**src/rtl/mult_div_unit.sv**
```systemverilog
// Multicycle signed MULT (radix-2 Booth) / DIV (restoring) unit.
// Ports: clk, reset (async low), start/op/a/b in; busy/done/div_zero/hi/lo out.
module mult_div_unit #(
  parameter int WIDTH = 32
) (
  input  logic             clk,
  input  logic             reset,
  input  logic             start,
  input  logic             op,
  input  logic [WIDTH-1:0] a,
  input  logic [WIDTH-1:0] b,
  output logic             busy,
  output logic             done,
  output logic             div_zero,
  output logic [WIDTH-1:0] hi,
  output logic [WIDTH-1:0] lo
);

  localparam int CW = $clog2(WIDTH) + 1;

  typedef enum logic [2:0] {
    S_IDLE,
    S_MULT,
    S_DIV,
    S_FINISH,
    S_DZERO
  } state_t;

  state_t           state_q, state_d;
  logic [CW-1:0]    cnt_q, cnt_d;
  logic [WIDTH:0]   acc_q, acc_d;
  logic [WIDTH-1:0] wlo_q, wlo_d;
  logic             qm1_q, qm1_d;
  logic [WIDTH-1:0] mcand_q, mcand_d;
  logic             neg_q, neg_d;
  logic             asign_q, asign_d;
  logic [WIDTH-1:0] hi_q, hi_d;
  logic [WIDTH-1:0] lo_q, lo_d;

  logic [WIDTH-1:0]   a_mag, b_mag;
  logic [WIDTH:0]     mext, bsum;
  logic [2*WIDTH+1:0] mcat, msh;
  logic [WIDTH:0]     rsh, trial, rnext;
  logic               qbit;
  logic [WIDTH-1:0]   qnext, quot_f, rem_f;
  logic               last;

  assign a_mag = a[WIDTH-1] ? -a : a;
  assign b_mag = b[WIDTH-1] ? -b : b;
  assign last  = (cnt_q == CW'(WIDTH - 1));

  // Booth step: acc is one bit wider so +/- of the most
  // negative multiplicand cannot overflow before the shift.
  always_comb begin
    mext = {mcand_q[WIDTH-1], mcand_q};
    unique case ({wlo_q[0], qm1_q})
      2'b01:   bsum = acc_q + mext;
      2'b10:   bsum = acc_q - mext;
      default: bsum = acc_q;
    endcase
    mcat = {bsum, wlo_q, qm1_q};
    msh  = {mcat[2*WIDTH+1], mcat[2*WIDTH+1:1]};
  end

  // Restoring step: dividend magnitude shifts out of wlo
  // while quotient bits shift in behind it.
  always_comb begin
    rsh    = {acc_q[WIDTH-1:0], wlo_q[WIDTH-1]};
    trial  = rsh - {1'b0, mcand_q};
    qbit   = ~trial[WIDTH];
    rnext  = qbit ? trial : rsh;
    qnext  = {wlo_q[WIDTH-2:0], qbit};
    quot_f = neg_q ? -qnext : qnext;
    rem_f  = asign_q ? -rnext[WIDTH-1:0] : rnext[WIDTH-1:0];
  end

  always_comb begin
    state_d = state_q;
    cnt_d   = cnt_q;
    acc_d   = acc_q;
    wlo_d   = wlo_q;
    qm1_d   = qm1_q;
    mcand_d = mcand_q;
    neg_d   = neg_q;
    asign_d = asign_q;
    hi_d    = hi_q;
    lo_d    = lo_q;
    unique case (state_q)
      S_IDLE: begin
        if (start) begin
          cnt_d = '0;
          acc_d = '0;
          qm1_d = 1'b0;
          if (!op) begin
            mcand_d = a;
            wlo_d   = b;
            state_d = S_MULT;
          end else if (b == '0) begin
            state_d = S_DZERO;
          end else begin
            mcand_d = b_mag;
            wlo_d   = a_mag;
            neg_d   = a[WIDTH-1] ^ b[WIDTH-1];
            asign_d = a[WIDTH-1];
            state_d = S_DIV;
          end
        end
      end
      S_MULT: begin
        acc_d = msh[2*WIDTH+1:WIDTH+1];
        wlo_d = msh[WIDTH:1];
        qm1_d = msh[0];
        cnt_d = cnt_q + CW'(1);
        // Results land on the final iteration edge so they
        // are already visible while done is high.
        if (last) begin
          hi_d    = msh[2*WIDTH:WIDTH+1];
          lo_d    = msh[WIDTH:1];
          state_d = S_FINISH;
        end
      end
      S_DIV: begin
        acc_d = rnext;
        wlo_d = qnext;
        cnt_d = cnt_q + CW'(1);
        if (last) begin
          hi_d    = rem_f;
          lo_d    = quot_f;
          state_d = S_FINISH;
        end
      end
      S_FINISH: state_d = S_IDLE;
      S_DZERO:  state_d = S_IDLE;
      default:  state_d = S_IDLE;
    endcase
  end

  always_ff @(posedge clk or negedge reset) begin
    if (!reset) begin
      state_q <= S_IDLE;
      cnt_q   <= '0;
      acc_q   <= '0;
      wlo_q   <= '0;
      qm1_q   <= 1'b0;
      mcand_q <= '0;
      neg_q   <= 1'b0;
      asign_q <= 1'b0;
      hi_q    <= '0;
      lo_q    <= '0;
    end else begin
      state_q <= state_d;
      cnt_q   <= cnt_d;
      acc_q   <= acc_d;
      wlo_q   <= wlo_d;
      qm1_q   <= qm1_d;
      mcand_q <= mcand_d;
      neg_q   <= neg_d;
      asign_q <= asign_d;
      hi_q    <= hi_d;
      lo_q    <= lo_d;
    end
  end

  assign busy     = (state_q == S_MULT) || (state_q == S_DIV) ||
                    (state_q == S_FINISH);
  assign done     = (state_q == S_FINISH) || (state_q == S_DZERO);
  assign div_zero = (state_q == S_DZERO);
  assign hi       = hi_q;
  assign lo       = lo_q;

endmodule
```
**config.mk**
```make
export PLATFORM = sky130hd
export DESIGN_NAME = mult_div_unit
export DESIGN_NICKNAME = d
export VERILOG_FILES = /design/src/rtl/mult_div_unit.sv
export SDC_FILE = /design/constraint.sdc
export NUM_CORES = 1
export LEC_CHECK = 0
export ABC_AREA = 1
export BUFFER_PORTS_ARGS = -buffer_cell sky130_fd_sc_hd__buf_2
export CAP_MARGIN = 40
export CORE_ASPECT_RATIO = 1.5
export CORE_MARGIN = 2
export CORE_UTILIZATION = 50
export CTS_BUF_LIST = sky130_fd_sc_hd__clkbuf_4 sky130_fd_sc_hd__clkbuf_8
export DETAILED_ROUTE_END_ITERATION = 10
export PLACE_DENSITY = 0.68
export SLEW_MARGIN = 30
export SYNTH_ARGS = -nofsm -noshare
export SYNTH_HDL_FRONTEND = slang
export SYNTH_SLANG_ARGS = --single-unit
```
**constraint.sdc**
```tcl
create_clock -name clk -period 5.3 [get_ports clk]
set_input_delay 0.53 -clock clk [delete_from_list [all_inputs] [get_ports clk]]
set_output_delay 0.53 -clock clk [all_outputs]
set_load 0.01 [all_outputs]
```
==> results.json, run 1 <==
{
  "cp.required_ps": 5680,
  "cpMaxStageDelayCell": "xor2_1",
  "area_delta_synth_final_pct": 9.96,
  "synth_top_area_cell": "dfrtp_1",
  "pre_cts_ws_ps": 408,
  "ys_ff_latch": 173,
  "grt_setup_unrepaired": "false",
  "ys.flop_type": "dfrtp_1",
  "core_sq_mm": 0.0344,
  "nets": 3098,
  "holdCritPathClass": "in2reg",
  "cp_num_buf_inv": 3,
  "synthTopCellsByArea": "dfrtp_1 25%, nand2_1 18%, inv_1 8.1%, nor2_1 6.1%, nand3_1 5.2%",
  "utilization_pct": 56.0,
  "gp_congestion": 1.07,
  "tightest_slew_ps": 843,
  "slew_viol_final": 0,
  "setup_tns_ps": 0,
  "hold_ws_ps": 357,
  "post_drt_wl_per_cell_um": 22.1,
  "crit_family": "compound AO/OA/AOI/OAI gates",
  "setup_viol": 0,
  "fin_crit_sh_pct": 92.9,
  "cp-start-kind": "flop",
  "gr-usage-all-layers_pct": 42.0,
  "synth_cells": 2858,
  "worst_ep_arrival_time_ps": 5300,
  "portBuffers": 134,
  "slew_headroom_pct": 43.2,
  "antenna_found_initial": 4,
  "syn_area_per_cell_sq_um": 6.13,
  "io_pins": 135,
  "drc": 0,
  "clockRootBuffer": "clkbuf_8",
  "syn-num-nets": 3000,
  "synth_enable_flop_cells": 0,
  "grt_pass1_vias": 19685,
  "grt_pass1_wl_mm": 114,
  "num_vias": 20581,
  "drt_pass1_iterations": 6,
  "final.setup.worst_slack_ps": 375,
  "final_hold_viol_count": 0,
  "synth_top_area_share_pct": 24.7,
  "ys_types": 61,
  "ys_warn_count": 0,
  "chipWidth_um": 157,
  "vias_per_cell": 5.98,
  "clock_latency_ps": 540,
  "grt.overflow.total": 0,
  "fin_skew_ps": 28.5,
  "postSynth.asyncResetShare_pct": 100,
  "criticalPathCategory": "reg2reg",
  "min_period_ps": 4930,
  "start_util_pct": 50.9,
  "grt_max_degree": 75,
  "cp_max_fo": 5,
  "rows": 83,
  "drive_gt1_share_pct": 10.7,
  "fp.dieH_um": 233,
  "clkTransAtPathRegs_ps": 110,
  "cts_max_path_buffers": 2,
  "numCtsBuffers": 17,
  "post-cts-setup-buffers": 0,
  "ys_seq_area_share_pct": 24.7,
  "die_area_sq_mm": 0.0366,
  "cap_violations": 0,
  "drt_iter0_drc": 1999,
  "cts_max_level": 4,
  "clkSinkCount": 173,
  "drt_wl_total_mm": 76.0,
  "end_kind": "flop",
  "status": "finished clean",
  "fmax_mhz": 203,
  "dp_hpwl_mm": 60.1,
  "cts_tree": "built",
  "max_stage_delay_ps": 530,
  "crit_path_cell_trace": "inv_1 > ha_1 > nand3_1 > nor3_1 > nand2_1 > nor2_1 > nand2_1 > nand2_1 > o21ai_0 > xor2_1 > ha_1 > inv_1 > o21ai_0 > a31oi_1 > a21boi_1 > o21ai_0 > nand2_1 > inv_1 > o21ai_1 > o21ai_0 > o221ai_2",
  "synth_area_sq_mm": 0.0175,
  "ant_nets": 0
}
-- logic make-up after synthesis --
| logic type | share of synthesized area [%] |
|---|---|
| simple gates | 35.7 |
| compound gates | 18.9 |
| buf+inv | 11.2 |
| flops | 24.7 |
| xor+xnor | 4.15 |
| fa+ha+maj | 5.37 |
-- state kept, by name, indices dropped and copies added (netlist names) --
| signal | count |
|---|---|
| qm1_q | 1 |
| acc_q | 33 |
| cnt_q | 6 |
| neg_q | 1 |
| wlo_q | 32 |
| state_q | 3 |
| hi | 32 |
| lo | 32 |
| asign_q | 1 |
| mcand_q | 32 |
-- cells in the mapped netlist, types with 32 or more instances --
cell and number:
a21oi_1 155, clkbuf_1 76, dfrtp_1 173, ha_1 72, inv_1 379, nand2_1 817, nand3_1 182, nand4_1 45
nor2_1 286, nor3_1 32, o211ai_1 49, o21ai_0 170, o221ai_1 34, xor2_1 74
-- worst register-to-register path, delay by kind of cell (launching register included) --
family                     cells  cell delay, ps
AOI/OAI and AO/OA              8            1980
and+or+nand+nor                7             940
adders and majority gates      2             620
xor gates and xnor gates       1             530
DFF                            1             440
buffers and inverters          3             280
-- metal layers --
metal	share of wire (%)	vias to the layer above	GRT usage [%]	routed length [um]
met3	6.1	378	7.42	4640
li1	-	9601	-	-
met2	48	1026	70.1	36300
met4	13	2	45.1	9910
met5	0.016	-	0	12
met1	33	9574	42.0	25100
-- worst paths after layout --
check / slack (ps) / depth (start not counted) / from / to
setup reg to reg: 370 / 21 / mcand_q[1] / acc_q[18]
min in group asynchronous: 440 / 2 / reset / mcand_q[18]
max in group asynchronous: 3590 / 5 / reset / wlo_q[26]
setup / recovery: 370 / 21 / mcand_q[1] / acc_q[18]
hold / removal: 360 / 3 / a[30] / mcand_q[30]
hold reg to reg: 490 / 2 / hi[2] / hi[2]
-- through the flow --
stage | instance area [sq um] | cells
global placement | 18700 | 3397
CTS | 19200 | 3433
global route | 19200 | 3437
detailed placement | 18700 | 3400
floorplan | 17500 | 2858
finish | 19300 | 3439
-- what timing repair did --
action,4_1_cts,5_1_grt
gates resized for setup,0,7
hold buffers,1,0
setup endpoints to repair,0,13
hold endpoints to repair,24,0
-- placed cells by master, fill, tap and decap left out, types with 7 or more instances in the layout --
cell / count
a21oi_1: 155
a221oi_1: 7
a22o_1: 8
a22oi_1: 8
a31oi_1: 30
buf_2: 134
buf_4: 41
clkbuf_8: 18
dfrtp_1: 173
ha_1: 71
inv_1: 377
inv_2: 20
nand2_1: 815
nand2_2: 8
nand3_1: 181
nand3_2: 7
nand3b_1: 15
nand4_1: 45
nor2_1: 282
nor2_2: 16
nor3_1: 32
nor4_1: 14
o211ai_1: 49
o21ai_0: 169
o21ai_1: 31
o221ai_1: 32
o22ai_1: 22
o31ai_1: 8
or2_2: 28
xnor2_1: 9
xor2_1: 74
-- layout make-up --
type,count,area [sq um]
antenna,3,7.51
clock buffer,18,248
clock inverter,14,169
fill,3563,15100
inverter,404,1520
multi-input combinational,2177,11300
sequential,173,4330
tap,467,584
timing repair buffer,183,1120
Power of run 1 is left out: the tool's default activity adds up to more than one toggle a clock period on the data nets, which glitch-free logic cannot reach.
==> run 2, diff against run 1 <==
--- a/config.mk
+++ b/config.mk
@@ -6,14 +6,13 @@
 export NUM_CORES = 1
 export LEC_CHECK = 0
 export ABC_AREA = 1
-export BUFFER_PORTS_ARGS = -buffer_cell sky130_fd_sc_hd__buf_2
 export CAP_MARGIN = 40
 export CORE_ASPECT_RATIO = 1.5
 export CORE_MARGIN = 2
 export CORE_UTILIZATION = 50
 export CTS_BUF_LIST = sky130_fd_sc_hd__clkbuf_4 sky130_fd_sc_hd__clkbuf_8
 export DETAILED_ROUTE_END_ITERATION = 10
-export PLACE_DENSITY = 0.68
+export DONT_BUFFER_PORTS = 1
 export SLEW_MARGIN = 30
 export SYNTH_ARGS = -nofsm -noshare
 export SYNTH_HDL_FRONTEND = slang
==> results.json, run 2 (synthesis results as in run 1) <==
{
  "status": "finished clean",
  "slew_headroom_pct": 43.4,
  "setup_viol": 0,
  "hold_depth": 2,
  "tightest_slew_ps": 841,
  "grt_pass1_vias": 19007,
  "antenna_found_initial": 1,
  "cts_max_path_buffers": 2,
  "final_common_cell": "nand2_1",
  "worst_ep_arrival_time_ps": 5300,
  "grt_pass1_wl_mm": 114,
  "clockRootBuffer": "clkbuf_8",
  "post_drt_wl_per_cell_um": 23.0,
  "largest_register": "acc_q",
  "setup_tns_ps": 0,
  "cts_tree": "built",
  "fin_skew_ps": 31.7,
  "final_hold_viol_count": 0,
  "grt_setup_unrepaired": "false",
  "clkSinkCount": 173,
  "area_delta_synth_final_pct": 6.18,
  "regArea_sq_mm": 0.00433,
  "cp-start-kind": "flop",
  "largest_register_ffs": 33,
  "holdCritPathClass": "in2reg",
  "core_sq_mm": 0.0344,
  "fp.dieH_um": 233,
  "portBuffers": 0,
  "numCtsBuffers": 17,
  "grt.overflow.total": 0,
  "gp_congestion": 1.09,
  "cts_max_level": 4,
  "drive_gt1_share_pct": 6.58,
  "die_area_sq_mm": 0.0366,
  "dp_hpwl_mm": 60.1,
  "rows": 83,
  "clock_latency_ps": 550,
  "gr-usage-all-layers_pct": 42.3,
  "drt_iter0_drc": 1585,
  "layout_common_cells": "815 x nand2_1, 377 x inv_1, 284 x nor2_1",
  "fillers": 3590,
  "cp_max_fo": 4,
  "grt_max_degree": 174,
  "criticalPathCategory": "reg2reg",
  "ant_nets": 0,
  "drc": 0,
  "start_util_pct": 50.9,
  "end_kind": "flop",
  "cp.required_ps": 5660,
  "slew_viol_final": 0,
  "num_vias": 19896,
  "cap_violations": 0,
  "drt_wl_total_mm": 76.0,
  "io_pins": 135,
  "vias_per_cell": 6.01,
  "nets": 2972,
  "n_antenna_cell": 0,
  "reg2regPathDepth": 21,
  "drt_pass1_iterations": 6,
  "min_period_ps": 4940,
  "multi_input_area_sq_mm": 0.0112,
  "fmax_mhz": 203,
  "fin_crit_sh_pct": 93.1,
  "clkTransAtPathRegs_ps": 100,
  "chipWidth_um": 157
}
==> run 2: worst paths after layout <==
check | from | to | slack (ps)
worst min-delay path | a[29] | mcand_q[29] | 160
min in group asynchronous | reset | mcand_q[28] | 530
worst min register to register | cnt_q[1] | cnt_q[1] | 550
worst max-delay path | mcand_q[1] | acc_q[20] | 360
worst max register to register | mcand_q[1] | acc_q[20] | 360
max in group asynchronous | reset | hi[0] | 3780
==> run 2: final cells by class <==
cell class	count	area share [%]
Sequential cell	173	23.3
Timing Repair Buffer	57	2.67
Tap cell	467	3.14
Clock inverter	15	0.983
Clock buffer	17	1.26
Inverter	404	8.16
Multi-Input combinational cell	2177	60.5
==> run 2: critical path, stage by stage, from the launching register on <==
cell and delay, ps:
dfrtp_1 450, inv_1 140, ha_1 180, nand3_1 130, nor3_1 270, nand2_1 150
nor2_1 200, nand2_1 130, nor2_1 180, a21oi_1 130, xor2_1 340, ha_1 370
a21oi_1 200, a21boi_0 390, nor2_1 80, nor2_1 100, nand3_1 190, nand2_1 110
inv_1 40, o21ai_0 110, o21ai_0 290, o221ai_1 590
==> run 2: timing repair <==
action | in CTS | in global routing
hold endpoints to repair | 173 | 46
hold buffers | 1 | 1
setup endpoints to repair | 0 | 5
resized for setup | 0 | 4
setup buffers | 0 | 0
==> run 2: routing by layer <==
layer	global-route usage (%)	wire, um	up-vias
met1	43.0	25200	9258
li1	-	-	9361
met4	45.3	9860	0
met2	70.2	36100	953
met3	7.18	4860	324
met5	0	0	-
==> run 2: metrics by stage <==
step                      instance area, sq um  std cells  hold slack, ps  setup slack (ps)  util (%)
after global placement                   18000       3269             250               300      52.4
after CTS                                18500       3303            50.3               379      53.8
after detailed placement                 18000       3270             249               400      52.5
after floorplan                          17500       2858             234               988         -
after global routing                     18600       3310             171              86.4      54.1
final                                    18600       3310             164               365      54.1
Power of run 2 is left out for the same reason.
